===== src/rtl/instr_sequencer_if.sv =====
// rtl/instr_sequencer_if.sv - fetch bus and execute handshake between sequencer, instruction memory and datapath
//
// Signals:
//   mem_addr   : instruction fetch address           (sequencer -> memory)
//   mem_req    : fetch request, held until mem_ack   (sequencer -> memory)
//   mem_ack    : fetch data valid this cycle         (memory -> sequencer)
//   mem_rdata  : {opcode, operand} instruction word  (memory -> sequencer)
//   opcode     : latched opcode                      (sequencer -> datapath)
//   operand    : latched operand                     (sequencer -> datapath)
//   exec_start : one-cycle execute start pulse       (sequencer -> datapath)
//   exec_done  : datapath finished the instruction   (datapath -> sequencer)
// Modports: master = sequencer side, slave = memory/datapath side.

interface instr_sequencer_if #(
    parameter int DATA_WIDTH = 16
);
    logic [DATA_WIDTH-1:0]   mem_addr;
    logic                    mem_req;
    logic                    mem_ack;
    logic [2*DATA_WIDTH-1:0] mem_rdata;
    logic [DATA_WIDTH-1:0]   opcode;
    logic [DATA_WIDTH-1:0]   operand;
    logic                    exec_start;
    logic                    exec_done;

    modport master (
        output mem_addr,
        output mem_req,
        input  mem_ack,
        input  mem_rdata,
        output opcode,
        output operand,
        output exec_start,
        input  exec_done
    );

    modport slave (
        input  mem_addr,
        input  mem_req,
        output mem_ack,
        output mem_rdata,
        input  opcode,
        input  operand,
        input  exec_start,
        output exec_done
    );
endinterface


===== src/rtl/instr_sequencer.sv =====
// rtl/instr_sequencer.sv - fetch/decode/execute sequencer with run/step control, halt opcode and watchdog
//
// Ports:
//   clk            : single clock, rising edge
//   reset          : synchronous, active-high
//   run            : level, 1 = free-run, 0 = stop at next instruction boundary
//   step           : pulse, executes one instruction while stopped in IDLE
//   pc             : current program counter value
//   pc_enable      : one-cycle pulse advancing the program counter
//   pc_read_enable : drives the PC onto the shared bus during FETCH
//   halted         : sticky, halt opcode decoded or watchdog fault
//   fault          : sticky, watchdog expired in FETCH or EXEC
//   instr_count    : retired instruction count, wraps
//   state_debug    : encoded FSM state (IDLE=0 .. HALT=5)
//   bus            : memory fetch bus and datapath execute handshake (master side)

module instr_sequencer #(
    parameter int         DATA_WIDTH     = 16,
    parameter logic [7:0] HALT_OPCODE    = 8'hFF,
    parameter int         TIMEOUT_CYCLES = 64
) (
    input  logic                  clk,
    input  logic                  reset,
    input  logic                  run,
    input  logic                  step,
    input  logic [DATA_WIDTH-1:0] pc,
    output logic                  pc_enable,
    output logic                  pc_read_enable,
    output logic                  halted,
    output logic                  fault,
    output logic [DATA_WIDTH-1:0] instr_count,
    output logic [2:0]            state_debug,
    instr_sequencer_if.master     bus
);

    typedef enum logic [2:0] {
        ST_IDLE    = 3'd0,
        ST_FETCH   = 3'd1,
        ST_DECODE  = 3'd2,
        ST_EXEC    = 3'd3,
        ST_ADVANCE = 3'd4,
        ST_HALT    = 3'd5
    } state_t;

    // The wait counter holds the number of completed wait cycles, so the
    // TIMEOUT_CYCLES-th cycle in FETCH/EXEC is the one where it equals this.
    localparam logic [7:0] WAIT_LIMIT = 8'(TIMEOUT_CYCLES - 1);

    state_t     state;
    state_t     next_state;
    logic [7:0] wait_cnt;
    logic       is_halt_op;
    logic       timeout;

    assign is_halt_op = (bus.opcode[DATA_WIDTH-1 -: 8] == HALT_OPCODE);

    // Ack/done on the last allowed cycle wins: timeout only fires without it.
    always_comb begin
        timeout = 1'b0;
        if (wait_cnt == WAIT_LIMIT) begin
            if (state == ST_FETCH && !bus.mem_ack)
                timeout = 1'b1;
            if (state == ST_EXEC && !bus.exec_done)
                timeout = 1'b1;
        end
    end

    // State register
    always_ff @(posedge clk) begin
        if (reset)
            state <= ST_IDLE;
        else
            state <= next_state;
    end

    // Next-state logic. step is only looked at in IDLE, so a step pulse while
    // running or while a stepped instruction is in flight is simply dropped.
    always_comb begin
        next_state = state;
        case (state)
            ST_IDLE: begin
                if (run || step)
                    next_state = ST_FETCH;
            end
            ST_FETCH: begin
                if (bus.mem_ack)
                    next_state = ST_DECODE;
                else if (timeout)
                    next_state = ST_HALT;
            end
            ST_DECODE: begin
                if (is_halt_op)
                    next_state = ST_HALT;
                else
                    next_state = ST_EXEC;
            end
            ST_EXEC: begin
                if (bus.exec_done)
                    next_state = ST_ADVANCE;
                else if (timeout)
                    next_state = ST_HALT;
            end
            ST_ADVANCE: begin
                if (run)
                    next_state = ST_FETCH;
                else
                    next_state = ST_IDLE;
            end
            ST_HALT: begin
                next_state = ST_HALT;
            end
            default: begin
                next_state = ST_IDLE;
            end
        endcase
    end

    // Outputs decoded from state only (plus the latched opcode and the pc
    // input); mem_ack and exec_done never reach an output combinationally.
    always_comb begin
        bus.mem_req    = 1'b0;
        bus.mem_addr   = '0;
        bus.exec_start = 1'b0;
        pc_read_enable = 1'b0;
        pc_enable      = 1'b0;
        halted         = 1'b0;
        state_debug    = state;
        case (state)
            ST_FETCH: begin
                bus.mem_req    = 1'b1;
                bus.mem_addr   = pc;
                pc_read_enable = 1'b1;
            end
            ST_DECODE: begin
                bus.exec_start = !is_halt_op;
            end
            ST_ADVANCE: begin
                pc_enable = 1'b1;
            end
            ST_HALT: begin
                halted = 1'b1;
            end
            default: begin
            end
        endcase
    end

    // Datapath registers: instruction latch, retire counter, sticky fault and
    // watchdog counter. The counter restarts on every state change, which
    // covers both entry to FETCH and entry to EXEC.
    always_ff @(posedge clk) begin
        if (reset) begin
            bus.opcode  <= '0;
            bus.operand <= '0;
            instr_count <= '0;
            fault       <= 1'b0;
            wait_cnt    <= '0;
        end else begin
            if (state == ST_FETCH && bus.mem_ack) begin
                bus.opcode  <= bus.mem_rdata[2*DATA_WIDTH-1:DATA_WIDTH];
                bus.operand <= bus.mem_rdata[DATA_WIDTH-1:0];
            end

            if (state == ST_ADVANCE)
                instr_count <= instr_count + DATA_WIDTH'(1);

            if (timeout)
                fault <= 1'b1;

            if (state != next_state)
                wait_cnt <= '0;
            else if (state == ST_FETCH || state == ST_EXEC)
                wait_cnt <= wait_cnt + 8'd1;
        end
    end

endmodule


===== src/flat_wrapper.sv =====
// flat-port wrapper written by rule: the top's interface ports become plain ports
module instr_sequencer_flat 
#(
    parameter int         DATA_WIDTH     = 16,
    parameter logic [7:0] HALT_OPCODE    = 8'hFF,
    parameter int         TIMEOUT_CYCLES = 64
)
  (clk, reset, run, step, pc, pc_enable, pc_read_enable, halted, fault, instr_count, state_debug, bus_mem_addr, bus_mem_req, bus_mem_ack, bus_mem_rdata, bus_opcode, bus_operand, bus_exec_start, bus_exec_done);
  instr_sequencer_if #(.DATA_WIDTH(DATA_WIDTH)) bus_i ();
  input  logic clk;
  input  logic reset;
  input  logic run;
  input  logic step;
  input  logic [DATA_WIDTH-1:0] pc;
  output logic pc_enable;
  output logic pc_read_enable;
  output logic halted;
  output logic fault;
  output logic [DATA_WIDTH-1:0] instr_count;
  output logic [2:0] state_debug;
  output wire logic [$bits(bus_i.mem_addr)-1:0] bus_mem_addr;
  output wire logic [$bits(bus_i.mem_req)-1:0] bus_mem_req;
  input wire logic [$bits(bus_i.mem_ack)-1:0] bus_mem_ack;
  input wire logic [$bits(bus_i.mem_rdata)-1:0] bus_mem_rdata;
  output wire logic [$bits(bus_i.opcode)-1:0] bus_opcode;
  output wire logic [$bits(bus_i.operand)-1:0] bus_operand;
  output wire logic [$bits(bus_i.exec_start)-1:0] bus_exec_start;
  input wire logic [$bits(bus_i.exec_done)-1:0] bus_exec_done;
  assign bus_mem_addr = bus_i.mem_addr;
  assign bus_mem_req = bus_i.mem_req;
  assign bus_i.mem_ack = bus_mem_ack;
  assign bus_i.mem_rdata = bus_mem_rdata;
  assign bus_opcode = bus_i.opcode;
  assign bus_operand = bus_i.operand;
  assign bus_exec_start = bus_i.exec_start;
  assign bus_i.exec_done = bus_exec_done;
  instr_sequencer #(.DATA_WIDTH(DATA_WIDTH), .HALT_OPCODE(HALT_OPCODE), .TIMEOUT_CYCLES(TIMEOUT_CYCLES)) u_core (.clk(clk), .reset(reset), .run(run), .step(step), .pc(pc), .pc_enable(pc_enable), .pc_read_enable(pc_read_enable), .halted(halted), .fault(fault), .instr_count(instr_count), .state_debug(state_debug), .bus(bus_i));
endmodule

===== config.mk =====
export PLATFORM = sky130hd
export DESIGN_NAME = instr_sequencer_flat
export DESIGN_NICKNAME = d
export VERILOG_FILES = /design/src/rtl/instr_sequencer_if.sv /design/src/rtl/instr_sequencer.sv /design/src/flat_wrapper.sv
export SDC_FILE = /design/constraint.sdc
export NUM_CORES = 1
export LEC_CHECK = 0
export ABC_AREA = 1
export BUFFER_PORTS_ARGS = -buffer_cell sky130_fd_sc_hd__buf_2
export CAP_MARGIN = 30
export CORE_ASPECT_RATIO = 2
export CORE_MARGIN = 5
export CORE_UTILIZATION = 42
export DETAILED_ROUTE_END_ITERATION = 8
export PLACE_DENSITY = 0.79
export SYNTH_ARGS = -nofsm -noshare
export SYNTH_HDL_FRONTEND = slang
export SYNTH_SLANG_ARGS = --single-unit

===== constraint.sdc =====
create_clock -name clk -period 1.7 [get_ports clk]
set_clock_uncertainty 0.2 [all_clocks]
set_input_delay 0 -clock clk [delete_from_list [all_inputs] [get_ports clk]]
set_output_delay 0 -clock clk [all_outputs]
set_load 0.005 [all_outputs]

== After elaboration in Yosys (flattened, before gate mapping) ==
Index checks and enable logic that the tools add are counted.

* Flip-flop bits (word level): 60
* Input bits: 54
* Output and inout bits: 73
* Logic and storage cells: 41

* $add $sub $neg: 2
* Equal/unequal tests: 8
* Mux-type cells: 15
* Reductions and logical operators: 10

{| class="wikitable"
|+ Operator list
! operator !! count
|-
| $pmux 3 s6 || 1
|-
| $add 16x1->16 const B || 1
|-
| $mux 16 || 1
|-
| $mux 3 || 5
|-
| $add 8x1->8 const B || 1
|-
| $eq 8x6->1 const B || 1
|-
| $eq 8x8->1 const B || 1
|-
| $mux 1 || 8
|-
| $eq 3x2->1 const B || 2
|-
| $eq 3x3->1 const B || 2
|-
| $eq 3x1->1 const B || 1
|-
| $logic_and 1x1->1 || 3
|-
| $logic_not 1->1 || 3
|-
| $logic_not 3->1 || 1
|-
| $ne 3x3->1 || 1
|-
| $logic_or 1x1->1 || 2
|-
| $reduce_or 2->1 || 1
|}

== Logic depth before layout (Yosys ltp) ==
* Word-level depth: 10
* Gate-level depth with buffers: 13

== Worst setup path after synthesis ==
No wires, ideal clock.

* Path kind: reg2reg
* Start: reg u_core.state[1], in the netlist u_core.state_debug[1]
* End: reg u_core.wait_cnt[5]
* Library setup time: 0.116 ns
* Data arrival time: 1.317 ns
* Slack: 0.068 ns
* Stages on the path, launching flop included: 14
* Path buffers: 0
* Clock period less this slack: 1.632 ns
* Path through: dfxtp_1 > nand2_2 > nor2_2 > nand2_1 > nand2_1 > nand2_1 > nand2_1 > nand2_1 > nand2_1 > nand2_1 > nand2_1 > inv_2 > nand2_4 > nor2_1

* Cells in the longest elaborated chain, start to end: 10

{| class="wikitable"
|+ Ends and longest elaborated chain
! element !! RTL line !! source
|-
| start: declaration || instr_sequencer.sv:49 || <nowiki>state_t state;</nowiki>
|-
| start signal: assignment || instr_sequencer.sv:73 || <nowiki>state <= next_state;</nowiki>
|-
| $eq 3x1->1 || instr_sequencer.sv:61, instr_sequencer.sv:80, instr_sequencer.sv:172 ||
|-
| $logic_and 1x1->1 || instr_sequencer.sv:61 || <nowiki>if (state == ST_FETCH && !bus.mem_ack)</nowiki>
|-
| $mux 1 || instr_sequencer.sv:61 ||
|-
| $mux 1 || instr_sequencer.sv:63 || <nowiki>if (state == ST_EXEC && !bus.exec_done)</nowiki>
|-
| $mux 1 || instr_sequencer.sv:60 || <nowiki>if (wait_cnt == WAIT_LIMIT) begin</nowiki>
|-
| $mux 3 || instr_sequencer.sv:88, instr_sequencer.sv:100 ||
|-
| $mux 3, on equally long branches || instr_sequencer.sv:98, instr_sequencer.sv:86 ||
|-
| $pmux 3 s6 || instr_sequencer.sv:80 || <nowiki>case (state)</nowiki>
|-
| $ne 3x3->1 || instr_sequencer.sv:170 || <nowiki>if (state != next_state)</nowiki>
|-
| $reduce_or 2->1 (no line) || n/a ||
|-
| end signal: assignment || instr_sequencer.sv:173 || <nowiki>wait_cnt <= wait_cnt + 8'd1;</nowiki>
|-
| end: declaration || instr_sequencer.sv:51 || <nowiki>logic [7:0] wait_cnt;</nowiki>
|}

Several ways; a longest one is shown, not always the timed one.
A chain may end at the register's enable or synchronous reset.

== Worst setup path in the final report ==
* Start: reg u_core.state[0], in the netlist u_core.state_debug[0]
* End: reg u_core.bus.opcode[9]

* Cells in the longest elaborated chain, start to end: 2

{| class="wikitable"
|+ Ends and longest elaborated chain
! element !! RTL line !! source
|-
| $eq 3x1->1 || instr_sequencer.sv:159 || <nowiki>if (state == ST_FETCH && bus.mem_ack) begin</nowiki>
|-
| $logic_and 1x1->1 || instr_sequencer.sv:159 ||
|-
| end signal: assignment || instr_sequencer.sv:160 || <nowiki>bus.opcode <= bus.mem_rdata[2*DATA_WIDTH-1:DATA_WIDTH];</nowiki>
|-
| end: declaration || instr_sequencer_if.sv:31 || <nowiki>output opcode,</nowiki>
|}

No other way between the ends.

==> run summary <==
Outcome: finished with violations
WL/cell: 14.4 um
GPL Wtd Cong: 0.868
Placed cells: 618
Final worst setup slack: -0.0553 ns
Worst Setup SP: u_core.state_debug[0]$_SDFF_PP0_
Starting Density: 43.4%
CP endpoint kind: flop
CP startpoint kind: flop
Post-synthesis net count: 452
Largest net degree at the start of global routing: 33
Slew HR: 80.3%
WP data arrival: 1.76 ns
Gate Count Post-Synth: 396
Grt total ovfl: 0
Seq/Total Area, Yosys: 43.5%
Commonest non-fill, non-tap cell in the layout: buf_2
First-pass GRT wire length: 14100 um
Final Instance Count excl. Fillers: 683
Post-synthesis register bit count: 60
Yosys warning total: 0
Design Power: 3970 uW
CTS tree: built
Tightest Pin Transition: 0.293 ns
Pleak: 0.00223 uW
CP Buf/Inv Count: 3
Syn avg cell area: 6.97 um2
CP Class: flop to flop
Vias in the first global route: 3225
Worst hold path startpoint: pc[6]
Via count: 3293
Share of layout cells above drive strength 1: 42.7%
Type of the worst min-delay path: input pin to output pin
Area grow syn2layout: 68.5%
Clock Latency Late Sink: 0.33 ns
Post-DP HPWL: 5970 um
Total Wirelength: 9820 um
Die width: 67.3 um
WP data required: 1.71 ns
Failing checks: setup timing
GRT Util Overall: 21.8%
H-tree depth: 3
Core area: 6360 um2
CTS Buffer Depth: 2
CTS Root Cell: clkbuf_16
Unrepaired setup endpoints after global routing: yes
Fillers: 451
Die height: 125 um
CP cell instances: inv_4 -> nor2_4 -> nand2_4 -> inv_6 -> nand2_8 -> buf_4 -> o21ai_0 -> nor2_1
Total CTS buffers: 9
Dpl ws: -0.139 ns
DRT iter0 DRCs: 168
Final period utilization: 103%
Netlist cell types: 33
Reported max-cap violation count: 0
Most frequent cells in the layout: 126 x buf_2, 87 x nor2_1, 51 x dfxtp_1, 45 x inv_1
CP Max Fanout: 17
Nets: 648
PwrDens: 852 nW/um2
Reg clk slew, reported paths: 0.05 ns
Final min period: 1.76 ns
Die area: 8390 um2
Worst R2R Start: u_core.state_debug[0]$_SDFF_PP0_
Port bufs: 126
Vias/cell: 4.82
Peak supply drop: 0.670 mV
Clock sink total: 60
IO Pins: 127
Routed Antenna Nets: 0
Max Fclk: 0.570 GHz
Rows: 41
Crit-path max cell delay: 0.38 ns
Final Hold Viols: 0
Final setup TNS: -0.482 ns
# setup viols final: 20
DRC viols: 0
Max Slew Vio Count: 0
Critical path's slowest cell: dfxtp_4
DRT Pass-1 Iters: 4
Top cell family by delay on the critical path: simple AND/OR/NAND/NOR gates
Mapped cell area: 2760 um2
# diodes: 0
Initial antenna violation count: 0
-- path summary, 6_finish.rpt --
check | slack, ns | depth (start not counted) | end
worst max-delay path | -0.06 | 8 | u_core.bus.opcode[9]$_SDFFE_PP0P_
worst min-delay path | 0.08 | 4 | bus_mem_addr[6]
worst max register to register | -0.06 | 8 | u_core.bus.opcode[9]$_SDFFE_PP0P_
worst min register to register | 0.26 | 2 | u_core.fault$_SDFFE_PP0P_
-- metrics by stage --
step | instance area (um2) | hold WS (ns) | util, %
after floorplan | 2760 | -0.129 | -
after global placement | 3610 | 0.0469 | 56.8
after detailed placement | 3610 | 0.0568 | 56.8
after CTS | 4300 | 0.0810 | 67.6
after global routing | 4650 | 0.0985 | 73.2
final | 4650 | 0.0778 | 73.2
-- cell type report --
cell class | instances | area [um2] | area share, %
inverters | 54 | 220 | 4.73
repair buffers | 199 | 1340 | 28.7
clock buffers | 10 | 229 | 4.92
well taps | 86 | 108 | 2.31
flip-flops and latches | 60 | 1220 | 26.3
clock inverters | 6 | 55.1 | 1.18
multi-input cells | 268 | 1480 | 31.8
-- worst reg2reg max path: cells and delay by family (launching register included) --
family | cells | cell delay, ns
AOI/OAI and AO/OA | 1 | 0.28
buffers and inverters | 3 | 0.35
DFF | 1 | 0.38
and+or+nand+nor | 4 | 0.43
-- registers in the layout, indices dropped and copies added (netlist names) --
register and cells:
u_core.state_debug 3, u_core.wait_cnt 8, u_core.instr_count 16, u_core.bus.operand 16, u_core.fault 1, u_core.bus.opcode 16
-- Yosys cell counts, drive strengths merged --
cell	instances	share of area (%)
nor2	118	17
dfxtp	60	43
inv	54	7.3
nand2	51	7.9
o21ai	41	7.8
nand3	16	3.5
a21oi	13	2.4
clkbuf	9	1.2
nor3	8	1.6
xor2	6	1.9
buf	5	1.2
a31oi	2	0.45
ha	2	0.91
nand4	2	0.45
xnor2	2	0.63
a211oi	1	0.27
and2	1	0.23
mux2i	1	0.36
o21a	1	0.27
o21bai	1	0.27
or2	1	0.23
or3	1	0.23
-- metal layers --
metal	track usage, %	share of wire [%]	up-vias
met3	6.77	7.4	31
met4	11.7	4.2	0
met2	40.0	54	148
met5	0	0	-
li1	-	-	1627
met1	19.9	34	1487
-- repair_timing --
| action | 4_1_cts | 5_1_grt |
|---|---|---|
| endpoints found under the hold margin | 41 | 0 |
| gates resized for setup | 13 | 77 |
| setup endpoints to repair | 13 | 35 |
| cloned | 0 | 2 |
| pin swaps | 4 | 18 |
| buffers inserted | 0 | 10 |
| hold buffers | 37 | 0 |
-- kinds of logic (layout without fill, tap and decap cells) --
group / count (synthesis) / count (layout) / synth area share, %
DFF: 60 / 60 / 43.5
buffers and inverters: 68 / 269 / 9.79
xor gates and xnor gates: 8 / 8 / 2.54
muxes: 1 / 1 / 0.362
adders and majority gates: 2 / 2 / 0.906
AOI/OAI and AO/OA: 59 / 59 / 11.5
and+or+nand+nor: 198 / 198 / 31.4
-- power breakdown --
group / total [uW] / switching [uW] / leakage (uW) / internal, uW
logic: 694 / 346 / 0.00159 / 348
registers: 1530 / 56.6 / 0.000493 / 1480
clock network: 1740 / 619 / 0.000146 / 1120
total: 3970 / 1020 / 0.00223 / 2940
Power figures use the tool's default switching activity.
